==> src/rtl/mux_arb_pkg.sv <==
// mux_arb_pkg: shared types and constants for the N-channel registered
// data selector (mux_arb) and its combinational winner picker.
// Optional build macro used by mux_arb: MUX_ARB_SVA_EN (embedded assertions).

package mux_arb_pkg;

    // Arbitration mode, driven directly from the rr_mode input bit.
    typedef enum logic {
        MODE_FIXED = 1'b0,
        MODE_RR    = 1'b1
    } mux_mode_e;

    // Reset value shared by rr_ptr and op_idx.
    localparam int unsigned IDX_RST = 0;

endpackage

==> src/rtl/mux_arb_picker.sv <==
// mux_arb_picker: purely combinational winner selection.
// Fixed mode picks the lowest requesting index; round-robin mode scans
// upward from rr_ptr and wraps from N-1 back to 0.

module mux_arb_picker
    import mux_arb_pkg::*;
#(
    parameter int N    = 3,
    parameter int IDXW = 2
) (
    input  logic [N-1:0]    sel,
    input  logic [IDXW-1:0] rr_ptr,
    input  mux_mode_e       mode,
    output logic [IDXW-1:0] w,
    output logic            any_req
);

    logic found;

    // Scan requests from the mode-dependent start index; first hit wins.
    always_comb begin
        int base;
        int j;
        w       = '0;
        any_req = |sel;
        found   = 1'b0;
        base    = 0;
        j       = 0;
        if (mode == MODE_RR && int'(rr_ptr) < N) begin
            base = int'(rr_ptr);
        end
        for (int k = 0; k < N; k++) begin
            j = base + k;
            if (j >= N) begin
                j = j - N;
            end
            if (!found && sel[j]) begin
                w     = IDXW'(j);
                found = 1'b1;
            end
        end
    end

endmodule

==> src/rtl/mux_arb.sv <==
// mux_arb: N-channel registered data selector with fixed-priority or
// round-robin arbitration and a valid/ready output handshake.
// A new value is loaded whenever the output register is empty or being
// consumed on the same edge, so back-to-back transfers run at full rate.
// Build macro: MUX_ARB_SVA_EN compiles in embedded assertions; behaviour
// is identical with or without it.

module mux_arb
    import mux_arb_pkg::*;
#(
    parameter int N = 3,
    parameter int W = 4
) (
    input  logic                              clock,
    input  logic                              reset,
    input  logic [N-1:0][W-1:0]               ip,
    input  logic [N-1:0]                      sel,
    input  logic                              rr_mode,
    input  logic                              out_ready,
    output logic [W-1:0]                      mux_op,
    output logic                              op_valid,
    output logic [((N > 1) ? $clog2(N) : 1)-1:0] op_idx
);

    localparam int IDXW = (N > 1) ? $clog2(N) : 1;

    mux_mode_e       mode;
    logic            accept;
    logic            any_req;
    logic [IDXW-1:0] w;
    logic [IDXW-1:0] rr_ptr;
    logic [IDXW-1:0] ptr_nxt;

    assign mode   = mux_mode_e'(rr_mode);
    assign accept = !op_valid || out_ready;

    // Pointer moves just past the winner, wrapping at the last channel.
    assign ptr_nxt = (w == IDXW'(N - 1)) ? '0 : (w + IDXW'(1));

    mux_arb_picker #(
        .N    (N),
        .IDXW (IDXW)
    ) u_picker (
        .sel     (sel),
        .rr_ptr  (rr_ptr),
        .mode    (mode),
        .w       (w),
        .any_req (any_req)
    );

    // Output register, handshake and round-robin pointer; all hold on stall.
    always_ff @(posedge clock or posedge reset) begin
        if (reset) begin
            mux_op   <= '0;
            op_valid <= 1'b0;
            op_idx   <= IDXW'(IDX_RST);
            rr_ptr   <= IDXW'(IDX_RST);
        end else if (accept) begin
            if (any_req) begin
                mux_op   <= ip[w];
                op_idx   <= w;
                op_valid <= 1'b1;
                if (mode == MODE_RR) begin
                    rr_ptr <= ptr_nxt;
                end
            end else begin
                op_valid <= 1'b0;
            end
        end
    end

`ifdef MUX_ARB_SVA_EN
    logic [IDXW-1:0] low_idx;

    // Lowest requesting channel, found with a separate downward scan of sel.
    always_comb begin
        low_idx = '0;
        for (int i = N - 1; i >= 0; i--) begin
            if (sel[i]) begin
                low_idx = IDXW'(i);
            end
        end
    end

    a_fixed_prio: assert property (@(posedge clock) disable iff (reset)
        (accept && (|sel) && mode == MODE_FIXED) |=> (mux_op == $past(ip[low_idx])))
        else $error("mux_arb: fixed-priority winner data mismatch");

    a_latency: assert property (@(posedge clock) disable iff (reset)
        (accept && (|sel)) |=> (op_valid && op_idx == $past(w)))
        else $error("mux_arb: grant not registered one cycle later");

    a_stall_stable: assert property (@(posedge clock) disable iff (reset)
        (op_valid && !out_ready) |=> ($stable(mux_op) && $stable(op_idx) && $stable(op_valid)))
        else $error("mux_arb: outputs changed while stalled");

    a_idx_range: assert property (@(posedge clock) disable iff (reset)
        (int'(op_idx) < N))
        else $error("mux_arb: op_idx out of range");

    a_valid_fall: assert property (@(posedge clock) disable iff (reset)
        $fell(op_valid) |-> $past(accept && sel == '0))
        else $error("mux_arb: op_valid fell without an empty accept");
`else
    // Assertions not compiled in this build.
`endif

endmodule

==> config.mk <==
export PLATFORM = sky130hd
export DESIGN_NAME = mux_arb
export DESIGN_NICKNAME = d
export VERILOG_FILES = /design/src/rtl/mux_arb_pkg.sv /design/src/rtl/mux_arb_picker.sv /design/src/rtl/mux_arb.sv
export SDC_FILE = /design/constraint.sdc
export NUM_CORES = 1
export LEC_CHECK = 0
export ABC_AREA = 1
export BUFFER_PORTS_ARGS = -buffer_cell sky130_fd_sc_hd__buf_2
export CORE_MARGIN = 2
export CORE_UTILIZATION = 49
export CTS_CLUSTER_SIZE = 12
export DETAILED_ROUTE_END_ITERATION = 12
export GPL_ROUTABILITY_DRIVEN = 0
export HOLD_SLACK_MARGIN = 0.08
export PLACE_DENSITY_LB_ADDON = 0.08
export SLEW_MARGIN = 10
export SYNTH_ARGS = -nofsm -noshare
export SYNTH_HDL_FRONTEND = slang
export SYNTH_SLANG_ARGS = --single-unit
==> constraint.sdc <==
create_clock -name clock -period 2 [get_ports clock]
set_input_delay 0.2 -clock clock [delete_from_list [all_inputs] [get_ports clock]]
set_output_delay 0.2 -clock clock [all_outputs]
set_load 0.05 [all_outputs]
==> metrics.csv, run 1 <==
stage,metric,value,unit
run_status,status,"finished, final reports clean",
cts,cts_sinks,9,
timing,min_period,1.97,ns
die,die_y,44.8,µm
timing,fmax,0.508,GHz
synth,syn-num-nets,146,
die,dieWidth,44.8,µm
setup_path,critical_path.startpoint_type,flop,
cells_and_area,syn2layout_area_growth,50.1,%
placement,port_buffers,25,
setup_path,critPathBufInv,4,
cts,root_buffer,clkbuf_4,
timing,hold_viol,0,
cts,clk_pin_slew,0.06,ns
setup_path,reg2reg_slack,0.03,ns
power_and_ir_drop,leakage,0.649,nW
setup_path,crit_chain,inv_2 > nand3_4 > inv_4 > ha_4 > inv_6 > nand2_4 > nand3_4 > nand2_4 > nand4_1 > buf_4 > nand3_1 > nand3_1 > a21oi_2,
die,num_rows,14,
timing,tightest_slew,0.498,ns
route,ant_nets,0,
cells_and_area,n_antenna_cell,0,
power_and_ir_drop,p_per_area,1360,nW/µm²
synth,syn_inst,123,
global_route,top_usage_layer,met2,
cells_and_area,drive_gt1_share,47.2,%
run,drv_cap,0,
route,routed_wl,2230,µm
min_path,min_to,mux_op[1],
cts,cts_buffers,3,
setup_path,worst_setup_path_end_kind,flop,
setup_path,reg2regPathDepth,13,
global_route,grt_util_met2,36.8,%
route,drtIter0Drc,29,
global_route,grt_start_max_net_pins,10,
synth,ys_warn_count,0,
die,start_util,53.4,%
route,drc,0,
min_path,min_path_type,primary input to flop,
synth,ys_ff_latch,9,
min_path,hp-start,ip[1],
route,routed_via_density,5.13,
route,drtPass1Iterations,4,
cells_and_area,final_util,80.2,%
min_path,whs_path_depth,3,
setup_path,crit_arrival,2.17,ns
die,fp.coreArea,1520,µm²
power_and_ir_drop,total_power,1.66,mW
global_route,met3_usage,7.20,%
cts,h-tree-depth,1,
setup_path,path_max_fanout,4,
synth,synth_area,815,µm²
cells_and_area,final_cell_mix,"34 x nand2_1, 25 x buf_2, 14 x inv_1, 9 x dfrtp_1, 8 x nor2_1",
power_and_ir_drop,ir_drop,1030,µV
synth,synth_seq_area_share,27.6,%
setup_path,cp_top_family,simple AND/OR/NAND/NOR gates,
timing,slew-limit-headroom,66.6,%
route,via_count,908,
timing,finClkSkew,0.000775,ns
cells_and_area,finalNetCount,185,
route,wire_per_inst,12.6,µm
global_route,grt_pass1_vias,770,
cts,clk_latency,0.27,ns
global_route,grt_overflow_total,0,
global_route,grt_pass1_wl,3190,µm
die,num_io_pins,26,
timing,rsz0062_at_grt,true,
setup_path,cp_data_required_time,2.20,ns
global_route,antenna_found_initial,0,
setup_path,slowest_stage,dfrtp_1,
setup_path,r2r_start,rr_ptr[0],
cells_and_area,fill_cells,114,
timing,post-route-period-util,98.4,%
cts,cts_tree,built,
cts,clk_path_buf_depth,2,
timing,finalSetupViolations,0,
cells_and_area,final_common_cell,nand2_1,
placement,place_hpwl,1560,µm
setup_path,r2r_end,mux_op[2],
global_route,use_met1,28.8,%
global_route,grt_use_total,22.2,%
setup_path,crit_type,flop to flop,
timing,maxSlewViolCount,0,
die,dieArea,2000,µm²
cells_and_area,regArea,225,µm²
synth,avgSynthCellArea,6.62,µm²
setup_path,cp_slowest_stage_delay,0.44,ns
cells_and_area,multiInputGateArea,656,µm²
synth,synth_cell_types,21,
[how the worst max path moves through the flow]
stage                          from         to  slack, ns  cells past startpoint
after global routing      rr_ptr[1]  mux_op[3]      -0.07                     15
after global placement    rr_ptr[0]  mux_op[3]      -0.03                     15
after floorplan           rr_ptr[0]  mux_op[3]       0.17                     15
final                     rr_ptr[0]  mux_op[2]       0.03                     13
after CTS                 rr_ptr[0]  mux_op[3]       0.02                     14
after detailed placement  rr_ptr[0]  mux_op[3]      -0.07                     15
[cell type report]
cell class / instances / area share (%)
inverters: 23 / 7.88
multi-input cells: 91 / 53.6
clock buffers: 4 / 2.15
well taps: 16 / 1.64
repair buffers: 34 / 16.3
flip-flops and latches: 9 / 18.4
[per-layer routing]
layer	share of wire, %	up-vias
met5	0	-
met4	1.4	0
met3	5.3	4
met2	50	28
met1	43	404
li1	-	472
[where the power goes]
group / internal, mW / total, mW / switching [mW]
logic: 0.428 / 1.20 / 0.768
registers: 0.257 / 0.311 / 0.0543
clock network: 0.0774 / 0.149 / 0.0718
total: 0.762 / 1.66 / 0.894
[state kept, by name (all words and copies together) (netlist names)]
name	cells
op_idx	2
op_valid	1
rr_ptr	2
mux_op	4
[tightest hold or removal path, delay by kind of cell]
family          cells  cell delay [ns]
buf+inv             1             0.07
compound gates      1             0.07
simple gates        1             0.05
[metrics by stage]
stage                     hold WS, ns  cell area (µm²)  cells  setup TNS [ns]  setup slack (ns)
after floorplan                0.0279              815    123               0             0.173
after global placement          0.177              975    166         -0.0296           -0.0296
after detailed placement        0.185              975    166          -0.163           -0.0733
after CTS                       0.169             1050    171               0            0.0177
after global routing            0.183             1220    177          -0.294           -0.0696
final                           0.159             1220    177               0            0.0326
[kinds of logic after synthesis]
family / after synthesis / share of synthesized area, %
buf+inv: 23 / 10.6
simple gates: 78 / 47.2
compound gates: 9 / 8.45
fa+ha+maj: 4 / 6.14
flops: 9 / 27.7
[Yosys cell counts (all sizes together)]
library cell   n  area share [%]
inv           23              11
nand3b         1            0.92
a31oi          1            0.77
o21ai          2             1.2
nand4          5             5.7
nor3           1            0.61
o211ai         2             1.8
nor2           9             4.1
a21oi          2             3.1
dfrtp          9              28
o22ai          2             1.5
nand2         45              22
nand3         17              14
ha             4             6.1
[repair_timing]
item	4_1_cts	5_1_grt
pin swaps	1	9
gates cloned	0	0
buffers inserted	0	6
hold buffers	1	0
endpoints found under the hold margin	9	0
setup endpoints to repair	6	8
gates resized for setup	8	33
Power figures use the tool's default switching activity.
==> run 2: changes to the inputs <==
- CELL_PAD_IN_SITES_DETAIL_PLACEMENT: not set -> 0
- CELL_PAD_IN_SITES_GLOBAL_PLACEMENT: not set -> 1
- CORE_ASPECT_RATIO: not set -> 0.6
- CORE_UTILIZATION: 49 -> 34
==> run 2 against run 1 <==
Effect of this change: utilization decreased by 24 points; largest power group unchanged; routed wire length decreased by 0.63%; register-to-register slack improved by 0.02 ns; first-iteration DRC count increased by 59%; via count increased by 0.44%; critical path depth increased by 1; clock-buffer cell count unchanged; hold slack improved by 0.052 ns; global-route usage decreased by 5.5 points.
==> metrics.csv, run 2 (synthesized netlist as in run 1, its figures left out) <==
stage,metric,value,unit,change
global_route,grt_overflow_total,0,,unchanged
timing,fin_setup_tns,0,ns,unchanged
cells_and_area,final_cell_count_no_fill,193,,+9.0%
route,drtIter0Drc,46,,+59%
setup_path,critical_path.startpoint_type,flop,,
cts,clk_path_buf_depth,2,,unchanged
timing,finalSetupViolations,0,,unchanged
route,via_count,912,,+0.44%
setup_path,cp_data_required_time,2.12,ns,-0.08 ns
run,drv_cap,0,,unchanged
min_path,min_path_type,primary input to flop,,
cells_and_area,syn2layout_area_growth,52.2,%,
cts,clk_latency,0.23,ns,-0.04 ns
global_route,grt_start_max_net_pins,10,,unchanged
timing,hold_slack,0.211,ns,+0.0523 ns
cells_and_area,drive_gt1_share,45.4,%,-1.8 points
die,start_util,36.8,%,-17 points
cells_and_area,n_antenna_cell,0,,unchanged
timing,maxSlewViolCount,0,,unchanged
setup_path,crit_type,flop to flop,,
die,dieWidth,67.2,µm,+50%
cts,clk_pin_slew,0.05,ns,about the same
cells_and_area,finalNetCount,187,,+1.1%
cells_and_area,final_util,56.1,%,-24 points
placement,dpl.cell_count,185,,+11%
die,num_io_pins,26,,unchanged
cells_and_area,reg_top3,"mux_op: 4 flops, op_idx: 2 flops, rr_ptr: 2 flops",,
route,drtPass1Iterations,4,,unchanged
cells_and_area,largest_reg_flops,4,,unchanged
timing,tightest_slew,0.506,ns,+0.00747 ns
setup_path,path_max_fanout,7,,+3
placement,pre_cts_slack,-0.0749,ns,-0.00159 ns
placement,place_area,1030,µm²,+5.6%
run_status,status,"finished, final reports clean",,
timing,fmax,0.514,GHz,+1.2%
route,routed_via_density,4.73,,-7.9%
power_and_ir_drop,leakage,0.652,nW,+0.42%
placement,place_hpwl,1650,µm,+5.3%
timing,post-route-period-util,97.2,%,-1.2 points
timing,finClkSkew,0.00459,ns,+0.00381 ns
route,drc,0,,unchanged
global_route,grt_use_total,16.7,%,-5.5 points
cells_and_area,final_area,1240,µm²,+1.4%
cells_and_area,largest-register,mux_op,,
cells_and_area,final_cell_mix,"36 x nand2_1, 25 x buf_2, 14 x inv_1, 10 x buf_4",,
placement,port_buffers,25,,unchanged
power_and_ir_drop,p_comb_share,69.6,%,-2.6 points
power_and_ir_drop,power_switching,0.886,mW,-0.90%
die,die_y,41.9,µm,-6.4%
timing,min_period,1.94,ns,-0.0231 ns
global_route,antenna_found_initial,0,,unchanged
timing,hold_viol,0,,unchanged
route,wire_per_inst,11.5,µm,-8.9%
power_and_ir_drop,intPower,0.825,mW,+8.2%
power_and_ir_drop,p_per_area,1380,nW/µm²,+1.8%
cts,cts_buffers,3,,unchanged
die,num_rows,13,,-1
power_and_ir_drop,total_power,1.71,mW,+3.3%
die,dieArea,2820,µm²,+41%
die,fp.coreArea,2210,µm²,+45%
cts,h-tree-depth,1,,unchanged
cts,root_buffer,clkbuf_8,,
cts,cts_sinks,9,,unchanged
power_and_ir_drop,ir_drop,543,µV,-47%
cts,cts_tree,built,,
cells_and_area,final_common_cell,nand2_1,,
timing,fin_ws,0.0557,ns,+0.0231 ns
power_and_ir_drop,switching_share,51.8,%,-2.2 points
timing,slew-limit-headroom,66.1,%,-0.50 points
global_route,grt_pass1_vias,769,,-0.13%
timing,rsz0062_at_grt,true,,
setup_path,crit_arrival,2.06,ns,-0.11 ns
setup_path,worst_setup_path_end_kind,flop,,
power_and_ir_drop,clkPwrFrac,12.4,%,+3.4 points
route,ant_nets,0,,unchanged
route,routed_wl,2210,µm,-0.63%
global_route,grt_pass1_wl,3480,µm,+9.1%
power_and_ir_drop,p_seq_share,18.0,%,-0.8 points
## run 2: per-layer routing
| layer | track usage (%) | part of all wire, % |
|---|---|---|
| met1 | 25.8 | 52 |
| met2 | 21.4 | 41 |
| met4 | 3.67 | 0.59 |
| met5 | 0 | 0 |
| met3 | 6.23 | 5.9 |
## run 2: critical path, cell delays in order, from the launching register on
cell and delay, ns:
dfrtp_1 0.43, inv_2 0.10, nand3_4 0.10, inv_4 0.10, ha_4 0.22, inv_4 0.07
nand3_2 0.09, nand2_4 0.11, nand4_1 0.18, nand2_4 0.17, inv_2 0.05, nand2_1 0.05
nand2_1 0.04, nand2_1 0.05, nand3_1 0.06
## run 2: what timing repair did
action	4_1_cts	5_1_grt
hold endpoints to repair	9	0
buffers inserted	0	3
pin swaps	2	11
setup endpoints to repair	5	8
gates resized for setup	5	27
hold buffers	1	0
## run 2: layout make-up
class	instances	area (µm²)
clock buffers	4	45.0
fillers	227	972
inverters	23	91.3
multi-input cells	91	631
flip-flops and latches	9	225
well taps	30	37.5
repair buffers	36	210
## run 2: worst paths after layout
| kind | startpoint | cells past startpoint | slack [ns] | endpoint |
|---|---|---|---|---|
| min in group asynchronous | reset | 3 | 0.47 | mux_op[3] |
| max | rr_ptr[0] | 14 | 0.06 | mux_op[3] |
| min reg2reg | op_idx[0] | 2 | 0.47 | op_idx[0] |
| min | ip[0] | 3 | 0.21 | mux_op[0] |
| max in group asynchronous | reset | 3 | 1.28 | rr_ptr[0] |
| max reg2reg | rr_ptr[0] | 14 | 0.06 | mux_op[3] |
## run 2: power groups by stage
stage	Clock, mW	Sequential [mW]	Combinational, mW
5_1_grt	0.231	0.319	1.29
4_1_cts	0.219	0.294	1.02
3_3_place_gp	0	0.295	0.989
3_5_place_dp	0	0.297	0.980
2_1_floorplan	0	0.495	0.514
6_report	0.212	0.309	1.19
==> run 3: changes to the inputs <==
- BUFFER_PORTS_ARGS: -buffer_cell sky130_fd_sc_hd__buf_2 -> not set
- CORE_ASPECT_RATIO: 0.6 -> not set
- CORE_UTILIZATION: 34 -> 41
- DONT_BUFFER_PORTS: not set -> 1
==> run 3 against run 2 <==
Effect of this change: via count down 13%; fmax is 0.97% higher; power fell by 14%; utilization decreased by 1.3 points; global-route usage up 0.43 points; clock-buffer cell count stayed put; sequential share of layout area rose by 3.2 points; flip-flop and latch count unchanged; register-to-register slack better by 0.02 ns; setup slack improved by 0.019 ns; cell area down 15%; die area fell by 16%; highest routed layer unchanged.
==> metrics.csv, run 3 (synthesized netlist as in run 1, its figures left out) <==
stage,metric,value,unit,change
power_and_ir_drop,p_per_area,1400,nW/µm²,+1.5%
setup_path,path_max_fanout,7,,unchanged
die,num_rows,16,,+3
global_route,grt_use_total,17.1,%,+0.43 points
setup_path,worst_setup_path_end_kind,flop,,
cells_and_area,final_common_cell,nand2_1,,
timing,maxSlewViolCount,0,,unchanged
cts,h-tree-depth,1,,unchanged
die,dieArea,2360,µm²,-16%
route,drc,0,,unchanged
cells_and_area,drive_gt1_share,32.6,%,-13 points
route,drtIter0Drc,11,,-76%
timing,finClkSkew,0.00263,ns,-0.00196 ns
placement,place_area,886,µm²,-14%
power_and_ir_drop,ir_drop,797,µV,+47%
route,met2_length,856,µm,-6.2%
route,routed_wl,1870,µm,-15%
run,drv_cap,0,,unchanged
setup_path,crit_arrival,2.07,ns,about the same
cells_and_area,final_area,1050,µm²,-15%
cts,cts_buffers,3,,unchanged
timing,slew-limit-headroom,66.7,%,+0.57 points
die,start_util,42.4,%,+5.6 points
timing,post-route-period-util,96.3,%,-0.93 points
timing,tightest_slew,0.497,ns,-0.00847 ns
global_route,grt_pass1_wl,3150,µm,-9.3%
cells_and_area,syn2layout_area_growth,29.2,%,
cells_and_area,fill_cells,198,,-13%
min_path,min_path_type,primary input to flop,,
cts,clk_pin_slew,0.06,ns,about the same
setup_path,critical_path.startpoint_type,flop,,
cells_and_area,final_cell_count_no_fill,162,,-16%
cells_and_area,finalNetCount,159,,-15%
placement,port_buffers,0,,-100%
setup_path,crit_type,flop to flop,,
power_and_ir_drop,leakage,0.532,nW,-18%
timing,min_period,1.93,ns,-0.0186 ns
cts,root_buffer,clkbuf_4,,
cts,clk_latency,0.26,ns,+0.03 ns
die,dieWidth,48.6,µm,-28%
global_route,antenna_found_initial,0,,unchanged
timing,fin_setup_tns,0,ns,unchanged
route,dr_wl_met3,124,µm,-4.6%
cells_and_area,final_cell_mix,"37 x nand2_1, 14 x inv_1, 9 x nor2_1, 9 x dfrtp_1, 8 x nand3_1",,
route,met1_length,865,µm,-25%
cts,cts_tree,built,,
route,routed_via_density,4.90,,+3.7%
global_route,grt_pass1_vias,736,,-4.3%
timing,rsz0062_at_grt,true,,
timing,hold_slack,0.0816,ns,-0.129 ns
cts,clk_path_buf_depth,2,,unchanged
timing,fin_ws,0.0743,ns,+0.0186 ns
placement,place_hpwl,1390,µm,-15%
route,ant_nets,0,,unchanged
die,die_y,48.6,µm,+16%
route,routed.top_layer,met4,,
die,num_io_pins,26,,unchanged
run_status,status,"finished, final reports clean",,
cells_and_area,largest-register,mux_op,,
cts,cts_sinks,9,,unchanged
cells_and_area,n_antenna_cell,0,,unchanged
timing,fmax,0.519,GHz,+0.97%
route,via_count,794,,-13%
cells_and_area,reg_top3,"mux_op: 4 flops, op_idx: 2 flops, rr_ptr: 2 flops",,
route,drtPass1Iterations,4,,unchanged
route,wire_per_inst,11.6,µm,+0.78%
die,fp.coreArea,1920,µm²,-13%
cells_and_area,final_util,54.8,%,-1.3 points
global_route,grt_overflow_total,0,,unchanged
placement,pre_cts_slack,-0.0272,ns,+0.0477 ns
placement,dpl.cell_count,155,,-16%
timing,finalSetupViolations,0,,unchanged
global_route,grt_start_max_net_pins,10,,unchanged
setup_path,cp_data_required_time,2.15,ns,+0.03 ns
timing,hold_viol,0,,unchanged
cells_and_area,largest_reg_flops,4,,unchanged
setup_path,reg2reg_slack,0.07,ns,+0.02 ns
power_and_ir_drop,total_power,1.47,mW,-14%
## run 3: cell types whose count changed in the layout (fill, tap and decap cells not counted), sizes merged
| cell | change |
|---|---|
| buf | -28 |
## run 3: final timing paths
path                        endpoint  startpoint  depth (start not counted)
max                        mux_op[3]   rr_ptr[1]                         15
min                         op_valid      sel[2]                          2
max reg2reg                mux_op[3]   rr_ptr[1]                         15
min reg2reg                 op_valid    op_valid                          4
max in group asynchronous  mux_op[3]       reset                          2
min in group asynchronous  op_idx[1]       reset                          2
## run 3: cell type report
type                    count  area [µm²]  area share [%]
multi-input cells          91         613            58.3
flip-flops and latches      9         225            21.4
inverters                  23        91.3            8.68
repair buffers              8        62.6            5.95
well taps                  27        33.8            3.21
clock buffers               4        26.3            2.50
## run 3: worst max-delay path: stages (launching register included)
cell and delay (ns):
dfrtp_1 0.42, inv_2 0.10, nand3_2 0.11, inv_2 0.09, ha_4 0.17, inv_2 0.06, nand2_1 0.07, nand3_2 0.08
nand2_4 0.12, nand4_1 0.18, nand2_4 0.16, inv_2 0.05, nand2_2 0.05, nand2_1 0.05, nand2_1 0.05, nand3_1 0.06
## run 3: what timing repair did
| action | 4_1_cts | 5_1_grt |
|---|---|---|
| pin swaps | 1 | 9 |
| buffers inserted | 0 | 2 |
| gates resized for setup | 5 | 23 |
| hold buffers | 1 | 0 |
| setup endpoints to repair | 3 | 8 |
| hold endpoints to repair | 9 | 0 |
## run 3: routing by layer
metal	up-vias	GRT usage, %
li1	421	-
met2	26	24.8
met5	-	0
met1	342	23.9
met3	5	5.86
met4	0	5.71
## run 3: report_power, final
group | leakage (nW) | switching (mW) | total (mW) | internal [mW]
Combinational | 0.410 | 0.485 | 0.821 | 0.336
Sequential | 0.107 | 0.257 | 0.510 | 0.253
Clock | 0.0150 | 0.0652 | 0.142 | 0.0770
Total | 0.532 | 0.808 | 1.47 | 0.666
